### config.mk
export PLATFORM = sky130hd
export DESIGN_NAME = mem_port_arbiter
export DESIGN_NICKNAME = d
export VERILOG_FILES = /design/src/rtl/mem_port_arbiter.sv
export SDC_FILE = /design/constraint.sdc
export NUM_CORES = 1
export LEC_CHECK = 0
export CAP_MARGIN = 5
export CORE_UTILIZATION = 25
export DETAILED_ROUTE_END_ITERATION = 16
export GPL_TIMING_DRIVEN = 0
export PLACE_DENSITY_LB_ADDON = 0.08
export SLEW_MARGIN = 15
export SYNTH_ARGS = -nofsm -noshare
export SYNTH_HDL_FRONTEND = slang
export SYNTH_SLANG_ARGS = --single-unit
### constraint.sdc
create_clock -name clk_i -period 3.3 [get_ports clk_i]
set_input_delay 0.495 -clock clk_i [delete_from_list [all_inputs] [get_ports clk_i]]
set_output_delay 0.495 -clock clk_i [all_outputs]
set_load 0.01 [all_outputs]
### src/rtl/mem_port_arbiter.sv
`default_nettype none
// ============================================================================
// Module      : mem_port_arbiter
// Description : Shares one 16-bit memory port between 16-bit instruction
//               fetches and 32-bit data loads/stores. A data word is split
//               into a low and a high halfword beat. Data has priority, and a
//               starvation counter forces a fetch after STARVE_LIMIT
//               consecutive data grants with fetch waiting.
// Revision    : 1.0 - initial release
// ============================================================================
module mem_port_arbiter #(
  parameter int unsigned STARVE_LIMIT = 4
) (
  input  logic        clk_i,
  input  logic        rst_ni,
  // fetch stage
  input  logic        if_req_i,
  input  logic [31:0] if_addr_i,
  output logic        if_gnt_o,
  output logic        if_rvalid_o,
  output logic [15:0] if_rdata_o,
  // execute / memory stage
  input  logic        d_req_i,
  input  logic        d_we_i,
  input  logic [31:0] d_addr_i,
  input  logic [31:0] d_wdata_i,
  output logic        d_gnt_o,
  output logic        d_rvalid_o,
  output logic [31:0] d_rdata_o,
  // memory macro
  output logic        mem_en_o,
  output logic        mem_we_o,
  output logic [31:0] mem_addr_o,
  output logic [15:0] mem_wdata_o,
  input  logic [15:0] mem_rdata_i,
  input  logic        mem_rdy_i,
  // status
  output logic        busy_o
);

  typedef enum logic [1:0] {
    S_IDLE  = 2'd0,
    S_FETCH = 2'd1,
    S_DLO   = 2'd2,
    S_DHI   = 2'd3
  } state_t;

  localparam logic [3:0] c_starve_limit = 4'(STARVE_LIMIT);

  state_t      r_state;
  logic [3:0]  r_starve_cnt;
  logic [15:0] r_lo_q;
  logic        r_lo_cap;
  logic        r_if_rvalid;
  logic        r_d_rvalid;

  logic        w_if_gnt;
  logic        w_d_gnt;
  logic        w_lo_done;
  logic [3:0]  w_starve_nxt;
  logic [31:0] w_d_hi_addr;
  state_t      w_arb_state;
  logic        w_unused;

  // Halfword addresses ignore bit 0 of the requester addresses.
  assign w_unused    = ^{if_addr_i[0], d_addr_i[0]};

  // High beat address: +2 on the halfword-aligned address, wrapping at 2^32.
  assign w_d_hi_addr = {d_addr_i[31:1] + 31'd1, 1'b0};

  // Beat completions; grants are issued in the completing cycle.
  assign w_if_gnt    = (r_state == S_FETCH) && mem_rdy_i;
  assign w_d_gnt     = (r_state == S_DHI) && mem_rdy_i;
  assign w_lo_done   = (r_state == S_DLO) && mem_rdy_i;

  // Next starvation count; arbitration looks at the updated value so the
  // data grant that reaches the limit hands the following slot to fetch.
  always_comb begin
    w_starve_nxt = r_starve_cnt;
    if (!if_req_i || w_if_gnt) begin
      w_starve_nxt = 4'd0;
    end else if (w_d_gnt && (r_starve_cnt < c_starve_limit)) begin
      w_starve_nxt = r_starve_cnt + 4'd1;
    end
  end

  // Arbitration between fetch and data; data wins unless fetch is starved.
  always_comb begin
    w_arb_state = S_IDLE;
    if (d_req_i && if_req_i) begin
      w_arb_state = (w_starve_nxt == c_starve_limit) ? S_FETCH : S_DLO;
    end else if (d_req_i) begin
      w_arb_state = S_DLO;
    end else if (if_req_i) begin
      w_arb_state = S_FETCH;
    end
  end

  // Port sequencer: holds on wait states, re-arbitrates when an access ends.
  always_ff @(posedge clk_i or negedge rst_ni) begin
    if (!rst_ni) begin
      r_state      <= S_IDLE;
      r_starve_cnt <= 4'd0;
    end else begin
      r_starve_cnt <= w_starve_nxt;
      case (r_state)
        S_IDLE:  r_state <= w_arb_state;
        S_FETCH: if (mem_rdy_i) r_state <= w_arb_state;
        S_DLO:   if (mem_rdy_i) r_state <= S_DHI;
        S_DHI:   if (mem_rdy_i) r_state <= w_arb_state;
        default: r_state <= S_IDLE;
      endcase
    end
  end

  // Read-return tracking: low halfword capture and rvalid pulses.
  always_ff @(posedge clk_i or negedge rst_ni) begin
    if (!rst_ni) begin
      r_lo_cap    <= 1'b0;
      r_lo_q      <= 16'd0;
      r_if_rvalid <= 1'b0;
      r_d_rvalid  <= 1'b0;
    end else begin
      r_lo_cap    <= w_lo_done && !d_we_i;
      if (r_lo_cap) begin
        r_lo_q <= mem_rdata_i;
      end
      r_if_rvalid <= w_if_gnt;
      r_d_rvalid  <= w_d_gnt && !d_we_i;
    end
  end

  // Memory port drive; everything is zero while idle.
  always_comb begin
    mem_en_o    = 1'b0;
    mem_we_o    = 1'b0;
    mem_addr_o  = 32'd0;
    mem_wdata_o = 16'd0;
    case (r_state)
      S_FETCH: begin
        mem_en_o   = 1'b1;
        mem_addr_o = {if_addr_i[31:1], 1'b0};
      end
      S_DLO: begin
        mem_en_o    = 1'b1;
        mem_we_o    = d_we_i;
        mem_addr_o  = {d_addr_i[31:1], 1'b0};
        mem_wdata_o = d_wdata_i[15:0];
      end
      S_DHI: begin
        mem_en_o    = 1'b1;
        mem_we_o    = d_we_i;
        mem_addr_o  = w_d_hi_addr;
        mem_wdata_o = d_wdata_i[31:16];
      end
      default: begin
        mem_en_o = 1'b0;
      end
    endcase
  end

  assign if_gnt_o    = w_if_gnt;
  assign d_gnt_o     = w_d_gnt;
  assign if_rvalid_o = r_if_rvalid;
  assign d_rvalid_o  = r_d_rvalid;
  assign if_rdata_o  = mem_rdata_i;
  assign d_rdata_o   = {mem_rdata_i, r_lo_q};
  assign busy_o      = (r_state != S_IDLE);

endmodule
`default_nettype wire

==> results.yml <==
timing:
  rsz0062_at_grt: "false"
  finalCritPeriodShare_pct: 97.1
  report.final.slew_viol_count: 0
  final_hold_viol_count: 0
  final_setup_vio_count: 0
  tightest_pin_transition_ns: 0.698
  timing.clock.skew_ns: 0.00656
  hold-worst-slack_ns: 0.206
  setup_tns_ns: 0
  maxSlewHeadroom_pct: 53.4
  fmaxAchievable_ghz: 0.312
  post_route_minimum_period_ns: 3.20
  timing.final.ws_setup_ns: 0.0952
detailed_routing:
  first_pass_iters: 5
  detailedRoute.firstIterationViolations: 141
  drt-wirelength-per-cell_um: 14.8
  drt.antenna.violating_nets: 0
  vias_per_cell: 4.83
  detailroute.via_count: 3328
  remaining_drc_errors: 0
  sum_of_routed_wire_length_over_all_layers_um: 10200
power_and_ir_drop:
  vdd_ir_drop_max_mv: 0.288
  pwr-share-comb_pct: 75.6
  switching_share_of_power_pct: 40.7
  share_seq_of_total_power_pct: 17.8
  leakage_power_of_the_design_uw: 0.00208
  power.total_uw: 2750
  p_int_uw: 1630
  total_switching_power_uw: 1120
  powerDensity_nw_per_um2: 544
  power_frac_clock_pct: 6.6
yosys:
  yosysWarningCount: 0
  synth_top_area_cell: "sky130_fd_sc_hd__dfrtp_1"
  synth.area.top_cells: "sky130_fd_sc_hd__dfrtp_1 (24%), sky130_fd_sc_hd__buf_4 (9.7%), sky130_fd_sc_hd__mux2i_1 (6.8%)"
  post-synth-top-area-fraction_pct: 23.8
  ys_ff_latch: 25
  synth_async_sr_flop_share_pct: 100
  synth_edf_count: 0
  netlist_area_um2: 2630
  avgSynthCellArea_um2: 7.96
  synth_fp_nets: 451
  netlist_instances: 331
  synth_cell_types: 52
  synth_sequential_area_ratio_pct: 23.8
  postSynth.topFlopCell: "sky130_fd_sc_hd__dfrtp_1"
hold_path:
  hp-class: "in -> async"
global_route:
  first_global_vias: 3379
  track_usage_pct: 18.3
  grt_overflow_total: 0
  grt_first_pass_wirelength_um: 16400
  grt_start_max_net_pins: 26
  antenna_found_initial: 0
floorplan:
  initial_standard_cell_utilization_of_the_core_pct: 25.6
  placementRows: 37
  die_h_um: 105
  die_w_um: 105
  design.die.area_um2: 10900
  coreArea_um2: 10300
  num_io_pins: 221
clocking:
  cts_made_buffers: 3
  clock_sink_count: 25
  max-clock-path-buffers: 2
  cts_tree: "done"
  cts_hold_buffers: 0
  worst_skew_pair.late_latency_ns: 0.27
  h_tree_level_count: 1
  cts.reportedPaths.clkPinSlew_ns: 0.09
  cts-root-buf: "sky130_fd_sc_hd__clkbuf_8"
setup_path:
  startpoint_type: "input pin"
  critical_path.max_fanout: 10
  required_ns: 2.80
  setup.worst_path.class: "in -> out"
  critPathCaptureType: "output port"
  arrival_ns: 2.71
placed_design:
  dp_worst_slack_ns: -0.535
  number_of_port_buffers: 217
  finalWeightedCongestion: 0.829
  postPlaceCellArea_um2: 4980
  dp.final_hpwl_um: 8240
finish:
  antenna-diode-count: 0
  synthToLayoutAreaGrowth_pct: 91.8
  final_nets: 674
  mostFrequentLayoutCell: "sky130_fd_sc_hd__clkdlybuf4s50_1"
  mostFrequentLayoutCells: "sky130_fd_sc_hd__clkdlybuf4s50_1 (189), sky130_fd_sc_hd__nand2_1 (38), sky130_fd_sc_hd__buf_4 (37)"
  final_cell_area_um2: 5050
  fraction_of_layout_instances_using_a_drive_strength_above_1_pct: 14.5
status:
  run_status: "finished, final reports clean"
job:
  cap_violations: 0
-- path summary, 6_finish.rpt --
path / startpoint / endpoint / slack [ns] / cells after the start
max: d_addr_i[2] / mem_addr_o[23] / 0.1 / 8
min: rst_ni / r_lo_q[6] / 0.21 / 1
max reg2reg: r_starve_cnt[0] / r_state[0] / 1.18 / 5
min reg2reg: r_lo_q[7] / r_lo_q[7] / 0.51 / 1
max in group asynchronous: rst_ni / r_lo_q[3] / 2.71 / 1
min in group clk_i: r_lo_q[7] / r_lo_q[7] / 0.51 / 1
-- flip-flops by register name (all words and copies together) (netlist names) --
| register | flops |
|---|---|
| r_state | 2 |
| d_rvalid_o | 1 |
| r_lo_q | 16 |
| r_starve_cnt | 4 |
| r_lo_cap | 1 |
| if_rvalid_o | 1 |
-- cell usage after synthesis, types with 3 or more instances --
library cell / number
sky130_fd_sc_hd__nand2_1: 38
sky130_fd_sc_hd__nand3_1: 19
sky130_fd_sc_hd__inv_1: 5
sky130_fd_sc_hd__and2_1: 3
sky130_fd_sc_hd__and4_1: 4
sky130_fd_sc_hd__o211ai_1: 11
sky130_fd_sc_hd__mux2i_1: 18
sky130_fd_sc_hd__dfrtp_1: 25
sky130_fd_sc_hd__clkbuf_1: 16
sky130_fd_sc_hd__a32oi_1: 6
sky130_fd_sc_hd__buf_4: 34
sky130_fd_sc_hd__nor2_1: 30
sky130_fd_sc_hd__a22o_1: 3
sky130_fd_sc_hd__xor2_1: 6
sky130_fd_sc_hd__xnor2_1: 7
sky130_fd_sc_hd__o21ai_0: 13
sky130_fd_sc_hd__and3_1: 5
sky130_fd_sc_hd__nor3_1: 8
sky130_fd_sc_hd__nor4_1: 3
sky130_fd_sc_hd__mux2_2: 16
sky130_fd_sc_hd__or4_1: 10
sky130_fd_sc_hd__nand2b_1: 5
sky130_fd_sc_hd__buf_1: 3
sky130_fd_sc_hd__nand4_1: 9
-- power by group through the flow --
stage	Combinational [uW]	Sequential (uW)	Clock, uW
global placement	2130	493	0
finish	2080	491	181
global route	2250	507	204
floorplan	923	547	0
detailed placement	2140	500	0
CTS	2100	492	187
-- final cells by class --
cell class | instances | area, um2
multi-input cells | 245 | 1670
well taps | 136 | 170
flip-flops and latches | 25 | 626
fillers | 1035 | 5230
clock buffers | 4 | 45.0
plain buffers | 54 | 364
repair buffers | 220 | 2160
inverters | 5 | 18.8
-- layer usage --
layer | up-vias | track usage (%) | part of all wire (%)
met5 | - | 0 | 0
met4 | 0 | 4.53 | 1.5
met3 | 14 | 5.05 | 8.5
met2 | 158 | 32.5 | 49
met1 | 1535 | 21.5 | 41
li1 | 1621 | - | -
-- metrics by stage --
stage | std cells | utilization [%]
CTS | 689 | 49.1
global placement | 684 | 48.4
floorplan | 331 | -
detailed placement | 684 | 48.4
global route | 689 | 49.2
finish | 689 | 49.2
-- repair_timing --
item	CTS	global route
gates resized for setup	41	16
pin swaps	2	0
endpoints found under the setup margin	21	25
buffers inserted	3	0
cloned	0	0
-- logic make-up (layout without fill, tap and decap cells) --
logic type                 after synthesis  count (layout)  synth area share [%]
buffers and inverters                   61             283                  14.2
and+or+nand+nor                        140             140                  27.3
muxes                                   34              34                  13.7
AOI/OAI and AO/OA                       55              55                  15.7
DFF                                     25              25                  23.8
adders and majority gates                2               2                 0.950
xor gates and xnor gates                13              13                  4.32
other                                    1               1                 0.142
-- worst max-delay path: stages --
cell and delay, ns:
sky130_fd_sc_hd__dlygate4sd2_1 0.30, sky130_fd_sc_hd__ha_4 0.19, sky130_fd_sc_hd__nand3_1 0.12, sky130_fd_sc_hd__or4_4 0.59, sky130_fd_sc_hd__buf_6 0.16, sky130_fd_sc_hd__or4_1 0.50
sky130_fd_sc_hd__nand3_1 0.11, sky130_fd_sc_hd__clkdlybuf4s15_2 0.24
Power figures use the tool's default switching activity.
